$ cat src/rtl/seq_barrel_shifter.sv
// Iterative 8-bit barrel shifter: latches an operand on an accepted start and
// shifts or rotates it one position per clock, then presents the result with a
// one-cycle done pulse. Cycle-accurate partner of the combinational shifter.
module seq_barrel_shifter #(
  parameter int unsigned WIDTH = 8,
  parameter int unsigned SHW   = 3
) (
  input  logic             clk,
  input  logic             rst_n,
  input  logic             start,
  input  logic [WIDTH-1:0] inp,
  input  logic [SHW-1:0]   shamt,
  input  logic             dir,
  input  logic             rot,
  output logic             busy,
  output logic             done,
  output logic [WIDTH-1:0] outp
);

  typedef enum logic [1:0] {
    S_IDLE  = 2'd0,
    S_SHIFT = 2'd1,
    S_DONE  = 2'd2
  } state_t;

  state_t           state_q, state_d;
  logic [WIDTH-1:0] work_q, work_d;
  logic [SHW-1:0]   cnt_q, cnt_d;
  logic             dir_q, dir_d;
  logic             rot_q, rot_d;
  logic [WIDTH-1:0] outp_q, outp_d;
  logic             busy_q, busy_d;
  logic             done_q, done_d;

  // State and datapath registers; reset discards any operation in flight.
  always_ff @(posedge clk or negedge rst_n) begin
    if (!rst_n) begin
      state_q <= S_IDLE;
      work_q  <= '0;
      cnt_q   <= '0;
      dir_q   <= 1'b0;
      rot_q   <= 1'b0;
      outp_q  <= '0;
      busy_q  <= 1'b0;
      done_q  <= 1'b0;
    end else begin
      state_q <= state_d;
      work_q  <= work_d;
      cnt_q   <= cnt_d;
      dir_q   <= dir_d;
      rot_q   <= rot_d;
      outp_q  <= outp_d;
      busy_q  <= busy_d;
      done_q  <= done_d;
    end
  end

  // Next-state logic; busy/done are computed from the next state so they stay registered.
  always_comb begin
    state_d = state_q;
    work_d  = work_q;
    cnt_d   = cnt_q;
    dir_d   = dir_q;
    rot_d   = rot_q;
    outp_d  = outp_q;
    done_d  = 1'b0;

    case (state_q)
      S_IDLE: begin
        if (start) begin
          work_d  = inp;
          cnt_d   = shamt;
          dir_d   = dir;
          rot_d   = rot;
          state_d = S_SHIFT;
        end
      end
      S_SHIFT: begin
        if (cnt_q != '0) begin
          if (dir_q) begin
            work_d = {(rot_q ? work_q[0] : 1'b0), work_q[WIDTH-1:1]};
          end else begin
            work_d = {work_q[WIDTH-2:0], (rot_q ? work_q[WIDTH-1] : 1'b0)};
          end
          cnt_d = cnt_q - SHW'(1);
        end else begin
          outp_d  = work_q;
          done_d  = 1'b1;
          state_d = S_DONE;
        end
      end
      S_DONE: begin
        state_d = S_IDLE;
      end
      default: begin
        state_d = S_IDLE;
      end
    endcase

    busy_d = (state_d != S_IDLE);
  end

  assign busy = busy_q;
  assign done = done_q;
  assign outp = outp_q;

endmodule
$ cat config.mk
export PLATFORM = sky130hd
export DESIGN_NAME = seq_barrel_shifter
export DESIGN_NICKNAME = d
export VERILOG_FILES = /design/src/rtl/seq_barrel_shifter.sv
export SDC_FILE = /design/constraint.sdc
export NUM_CORES = 1
export LEC_CHECK = 0
export CAP_MARGIN = 40
export CELL_PAD_IN_SITES_DETAIL_PLACEMENT = 1
export CELL_PAD_IN_SITES_GLOBAL_PLACEMENT = 2
export CORE_UTILIZATION = 30
export DETAILED_ROUTE_END_ITERATION = 8
export DONT_BUFFER_PORTS = 1
export PLACE_DENSITY = 0.72
export SYNTH_ARGS = -nofsm -noshare
export SYNTH_HDL_FRONTEND = slang
export SYNTH_SLANG_ARGS = --single-unit
$ cat constraint.sdc
create_clock -name clk -period 2.6 [get_ports clk]
set_input_delay 0.65 -clock clk [delete_from_list [all_inputs] [get_ports clk]]
set_output_delay 0.65 -clock clk [all_outputs]
set_load 0.02 [all_outputs]
* Word-level counts from Yosys, hierarchy flattened
Index checks and enable logic that the tools add are counted.
** Word-level totals
- Memories :: 0
- Memory bits (writable) :: 0
- Flip-flop bits (word level) :: 25
- Output and inout port bits :: 10
- Bits in read-only memories :: 0
- Word-level logic and storage cells :: 34
- Latch bits :: 0
- Bits of input ports :: 16
** Cells by class
- $lt $le $gt $ge :: 0
- Multiplexer cells :: 14
- Reduce and logical (&&, ||, !) cells :: 7
- Multiply operators :: 0
- Divide/modulo/power cells :: 0
- Bitwise logic cells :: 1
- Eq/ne operators :: 3
- Add/subtract/negate cells :: 1
- Shift-type cells :: 0
** Operators with widths (count)
- two-way mux 8 bit :: 3
- one-hot mux 8 bit (2 select lines) :: 1
- two-way mux 3 bit :: 2
- one-hot mux 3 bit (2 select lines) :: 1
- two-way mux 1 bit :: 4
- two-way mux 2 bit :: 2
- inequality test 2 bit (second input constant) :: 2
- one-hot mux 2 bit (2 select lines) :: 1
- AND reduction 2 bit :: 2
- nonzero test 2 bit :: 2
- AND reduction 3 bit :: 1
- nonzero test 3 bit :: 1
- subtractor 3 x 1 -> 3 bit (second input constant) :: 1
- == test 2 x 1 -> 1 bit (second input constant) :: 1
- zero test 2 bit :: 1
- NOT 1 bit :: 1

* Logic depth before layout (Yosys ltp)
Gate-level depths: netlist of run 1.
- Depth after elaboration :: 4
- Mapped depth :: 6
- Gate-level depth less buffers :: 5

* Worst setup path after synthesis of run 1
No wires, ideal clock.
- Path type :: input to register
- From :: input start
- To :: register work_q[7]
- Data arrival time :: 1.333 ns
- Buffers on the path :: 1
- Required time :: 2.473 ns
- Setup slack :: 1.140 ns
- Library setup time :: 0.127 ns
- Stages :: 5
- Path through :: nor2_1 > a311o_2 > buf_6 > nand2_1 > o21ai_0
** On the way
- Cells in the longest elaborated chain, start to end :: 2
** RTL lines
- from (decl) :: RTL line 10 : input logic start,
- inequality test 2 bit (no line)
- AND reduction 3 bit (no line)
- to (signal assigned) :: RTL line 48 : work_q <= work_d;
- to (decl) :: RTL line 27 : logic [WIDTH-1:0] work_q, work_d;
Every way passes these cells.
A chain may end at the register's enable or synchronous reset.

* Final worst setup path of run 1
- From :: register cnt_q[0]
- To :: register cnt_q[0]
** On the way
- Cells in the longest elaborated chain, start to end :: 3
- Elaborated cells on any way between the ends :: 6
- Classes of those cells :: add/sub (1); eq/ne (1); mux (2); reduce/logical (2)
** RTL lines
- from (decl) :: RTL line 28 : logic [SHW-1:0] cnt_q, cnt_d;
- from (signal assigned) :: RTL line 49 : cnt_q <= cnt_d;
- subtractor 3 x 1 -> 3 bit or nonzero test 3 bit (tied branches) :: RTL line 85, 79
- two-way mux 3 bit or inequality test 2 bit (tied branches)
- one-hot mux 3 bit (2 select lines) or AND reduction 3 bit (tied branches)
Parallel ways exist; a longest one is shown, timed or not. The select of a mux whose other input is x is not followed.

==> results.ini, run 1 <==
[pwr]
swShare_pct=42.7
p_clk_share_pct=11.8
internal_power_w=0.00111
p_comb_share_pct=44.8
ir_drop_mv=0.416
switchingPower_w=0.000828
powerDensity_nw_per_um2=1500
seqPwrFrac_pct=43.4
leakagePower_nw=0.580

[final_layout]
syn2layout_area_growth_pct=3.81
finalNetCount=125
diodes=0
drive_gt1_share_pct=23.6
fill_cells=458
final_util_pct=32.4
fin_cells=156

[route]
vias=766
drc=0
via_per_inst=4.91
ant_nets=0
drtIter0Drc=18
drt-wirelength-per-cell_microns=15.3
routed_wl_mm=2.39
first_pass_iters=2

[floorplan]
fp-row-count=23
io_pins=26
start_util_pct=31.2
die_area_sq_um=4420
core_region_area_sq_um=4000
die_x_microns=66.5
fp.dieH_microns=66.5

[yosys]
synth-seq-cells=25
async_flop_share_pct=100
synth_common_cells=dfrtp_1, nand2_1, a21oi_1
syn_area_per_cell_sq_um=11.6
synth-warning-count=0
syn-cell-area_sq_um=1250
yosys-top-cells-area=dfrtp_1, mux2_4, o21ai_2
ys.flop_type=dfrtp_1
synth_edf_count=0
synth_top_area_share_pct=50.2
synth_nets=126
synth_top_cell_by_area=dfrtp_1
syn_inst=108
yosysSeqAreaShare_pct=50.2
synth.most_common_cell=dfrtp_1
synth.distinct_cells=26

[sta]
worst_pin_slew_ns=0.605
hold_ws_ns=0.0672
max_freq_mhz=634
drv_slew=0
fin_crit_ns=1.58
finalSetupViolations=0
fin_crit_sh_pct=60.6
finalClockSkew_ns=0.00375
setup_ws_ns=1.02
hold_violations=0
slew-limit-headroom_pct=59.7
fin_setup_tns_ns=0
grt_setup_unrepaired=false

[clocking]
cts_setup_buffers=0
cts.sinks=25
cts_buffers=3
cts_root_buffer=clkbuf_8
clock_path_buffers=2
clock_latency_ns=0.26
cts_hold_buf=0
htreeDepth=1
cts-resized-gates=0
clk_pin_slew_ns=0.09
cts_tree=built

[setup_path]
cpMaxStageDelayCell=a311o_2
worst-setup-path-type=reg -> reg
critPathMaxFanout=22
cp_num_buf_inv=1
cpPeakStageDelay_ns=0.52
critical_path.top_delay_family=compound AO/OA/AOI/OAI gates
critPathRequiredTime_ns=2.73
path_cells=inv_1 > ha_1 > a311o_2 > a21oi_1 > o22ai_1
cp.arrival_ns=1.71
start_kind=flip-flop
cp-end-kind=flip-flop

[outcome]
outcome=completed

[job]
drv_cap=0

[global_routing]
grt_max_degree=26
grt_pass1_vias=797
antenna_found_initial=0
grt_overflow=0
grt_pass1_wl_mm=3.91
track_usage_pct=12.2

[place]
hpwl_mm=1.72
place_ws_ns=0.922
dp_cells=152
port-buffer-count=0
gp_congestion=0.717

[worst_hold_path]
min_path_type=in -> async

[layer usage]
metal  wire (microns)  part of all wire (%)  up-vias  track usage (%)
met5                0                     0        -                0
met4               29                   1.2        0             5.59
met3              162                   6.8        4             3.94
met2             1110                    46       14             18.0
met1             1090                    46      372             16.0
li1                 -                     -      376                -
[power groups by stage]
| stage | sequential, W | combinational (W) | clock, W |
|---|---|---|---|
| 3_5_place_dp | 0.000856 | 0.000885 | 0 |
| 6_report | 0.000843 | 0.000871 | 0.000228 |
| 4_1_cts | 0.000848 | 0.000889 | 0.000242 |
| 2_1_floorplan | 0.000777 | 0.000890 | 0 |
| 3_3_place_gp | 0.000852 | 0.000857 | 0 |
| 5_1_grt | 0.000883 | 0.000978 | 0.000255 |
[state kept, by name, summed over array words and instances (netlist names)]
signal / flops
busy: 1
cnt_q: 3
dir_q: 1
done: 1
outp: 8
rot_q: 1
state_q: 2
work_q: 8
[through the flow]
step,power [W],cell area [sq um]
after detailed placement,0.00174,1250
after global routing,0.00212,1290
after global placement,0.00171,1250
after CTS,0.00198,1290
after floorplan,0.00167,1250
final,0.00194,1290
[cell usage in the layout, fill, tap and decap left out, types with 2 or more instances in the layout]
cell / count
a21oi_1: 9
and3_1: 2
clkbuf_8: 3
dfrtp_1: 25
ha_1: 2
inv_1: 4
mux2_2: 2
mux2_4: 8
mux2i_1: 6
nand2_1: 11
nand2b_1: 2
nand3_1: 2
nor2_1: 8
o21ai_0: 4
o21ai_2: 8
o22ai_1: 2
[path summary, 6_finish.rpt]
path                                from   endpoint  slack (ns)  depth (start not counted)
worst max-delay path            cnt_q[0]   cnt_q[0]        1.02                          5
worst min-delay path               rst_n    outp[1]        0.07                          0
worst max register to register  cnt_q[0]   cnt_q[0]        1.02                          5
worst min register to register  cnt_q[1]   cnt_q[1]        0.49                          2
max in group asynchronous          rst_n  work_q[5]        2.45                          0
min in group clk                cnt_q[1]   cnt_q[1]        0.49                          2
[final cells by class]
| class | instances | area [sq um] | area share, % |
|---|---|---|---|
| tap | 50 | 62.6 | 4.83 |
| clock buffer | 4 | 45.0 | 3.48 |
| sequential | 25 | 626 | 48.3 |
| inverter | 4 | 15.0 | 1.16 |
| multi-input combinational | 73 | 547 | 42.2 |
[kinds of logic (layout without fill, tap and decap cells)]
kind of cell | after synthesis | in the layout | share of synthesized area [%]
AO/OA/AOI/OAI | 26 | 26 | 13.9
adder cells (fa/ha/maj) | 2 | 2 | 2.01
buffers and inverters | 10 | 8 | 6.02
flip-flops | 25 | 25 | 50.2
multiplexers | 16 | 16 | 16.2
AND/OR/NAND/NOR | 29 | 29 | 11.6
Note: power is estimated with default switching activity, not from simulation.
==> run 2: changes to the inputs <==
==> constraint.sdc (replaced) <==
create_clock -name clk -period 1.6 [get_ports clk]
set_input_delay 0.4 -clock clk [delete_from_list [all_inputs] [get_ports clk]]
set_output_delay 0.4 -clock clk [all_outputs]
set_load 0.02 [all_outputs]
==> run 2 against run 1 <==
Sequential power up 65%. Count of clock-buffer cells in the layout did not move. Worst hold slack better by 0.21 ns. Clock power is 65% higher. Critical endpoint is now work_q[4].
==> results.ini, run 2 (synthesis results as in run 1) <==
[pwr]
powerDensity_nw_per_um2=2490
internal_power_w=0.00191
ir_drop_mv=0.962
switchingPower_w=0.00147
p_clk_share_pct=11.1
finalPower_w=0.00338
swShare_pct=43.4
seqPwrFrac_pct=41.0
leakagePower_nw=0.611
p_comb_share_pct=47.9

[route]
drtIter0Drc=39
drt-wirelength-per-cell_microns=16.9
via_per_inst=4.86
routed_wl_mm=2.74
vias=788
drc=0
ant_nets=0
first_pass_iters=4

[setup_path]
critPathMaxFanout=10
critPathRequiredTime_ns=1.81
start_kind=flip-flop
ff2ff_setup_slack_ns=0.1
worst-setup-path-type=reg -> reg
cp.arrival_ns=1.71
cp-end-kind=flip-flop

[sta]
worst_pin_slew_ns=0.459
finalClockSkew_ns=0.00884
fin_setup_tns_ns=0
grt_setup_unrepaired=false
setup_ws_ns=0.0961
fin_crit_ns=1.50
finalSetupViolations=0
fin_crit_sh_pct=94.0
drv_slew=0
hold_violations=0
max_freq_mhz=665
slew-limit-headroom_pct=69.4

[floorplan]
fp-row-count=23
die_area_sq_um=4420
io_pins=26
fp.dieH_microns=66.5
start_util_pct=31.2
core_region_area_sq_um=4000
die_x_microns=66.5

[outcome]
outcome=completed

[place]
gp_congestion=0.721
dp_cells=155
port-buffer-count=0
hpwl_mm=1.84
place_ws_ns=0.0672

[clocking]
cts_root_buffer=clkbuf_8
cts_buffers=3
cts_setup_buffers=0
clock_latency_ns=0.27
cts.sinks=25
cts_tree=built
htreeDepth=1
clk_pin_slew_ns=0.09
clock_path_buffers=2

[global_routing]
grt_pass1_wl_mm=4.28
grt_max_degree=26
grt_overflow=0
antenna_found_initial=0
grt_pass1_vias=821
track_usage_pct=13.4

[job]
drv_cap=0

[final_layout]
mostFrequentLayoutCells=dfrtp_1, nand2_1, a21oi_1
finalNetCount=131
drive_gt1_share_pct=27.7
syn2layout_area_growth_pct=9.03
diodes=0
final_common_cell=dfrtp_1
fin_cells=162

[worst_hold_path]
min_path_type=in -> reg

[run 2: final timing paths]
| path | from | end | cells after the start |
|---|---|---|---|
| worst max-delay path | cnt_q[0] | work_q[4] | 5 |
| worst min-delay path | rot | rot_q | 1 |
| worst max register to register | cnt_q[0] | work_q[4] | 5 |
| worst min register to register | cnt_q[1] | cnt_q[1] | 2 |
| max in group asynchronous | rst_n | state_q[0] | 2 |
| min in group asynchronous | rst_n | work_q[7] | 2 |
[run 2: critical path: stages (launching register included)]
cell     delay [ns]
dfrtp_1        0.33
inv_1          0.07
ha_1           0.25
a311o_2        0.48
buf_4          0.19
o21ai_2        0.12
[run 2: power groups by stage]
stage | sequential [W] | combinational, W | clock (W)
finish | 0.00139 | 0.00162 | 0.000376
CTS | 0.00138 | 0.00158 | 0.000391
global placement | 0.00139 | 0.00149 | 0
detailed placement | 0.00139 | 0.00155 | 0
global route | 0.00144 | 0.00184 | 0.000409
floorplan | 0.00126 | 0.00145 | 0
[run 2: layout make-up]
| cell class | count | area, sq um |
|---|---|---|
| multi-input cells | 74 | 558 |
| inverters | 4 | 15.0 |
| clock buffers | 4 | 45.0 |
| flip-flops and latches | 25 | 627 |
| repair buffers | 5 | 52.6 |
| well taps | 50 | 62.6 |
| fillers | 439 | 2640 |
[run 2: per-stage QoR]
stage               area (sq um)  hold slack, ns  utilization, %
CTS                         1350           0.275            33.7
floorplan                   1250           0.104               -
global route                1360           0.281            34.0
finish                      1360           0.281            34.0
detailed placement          1270           0.105            31.8
global placement            1270           0.105            31.8
[run 2: routing by layer]
layer | up-vias | wire, microns | global-route usage, %
li1 | 386 | - | -
met1 | 383 | 1270 | 18.2
met2 | 15 | 1290 | 20.0
met3 | 4 | 149 | 4.79
met4 | 0 | 26 | 3.99
met5 | - | 0 | 0
[run 2: what timing repair did]
| action | in CTS | in global routing |
|---|---|---|
| hold buffers | 2 | 0 |
| endpoints found under the hold margin | 25 | 0 |
| gates resized for setup | 0 | 2 |
| endpoints found under the setup margin | 0 | 5 |
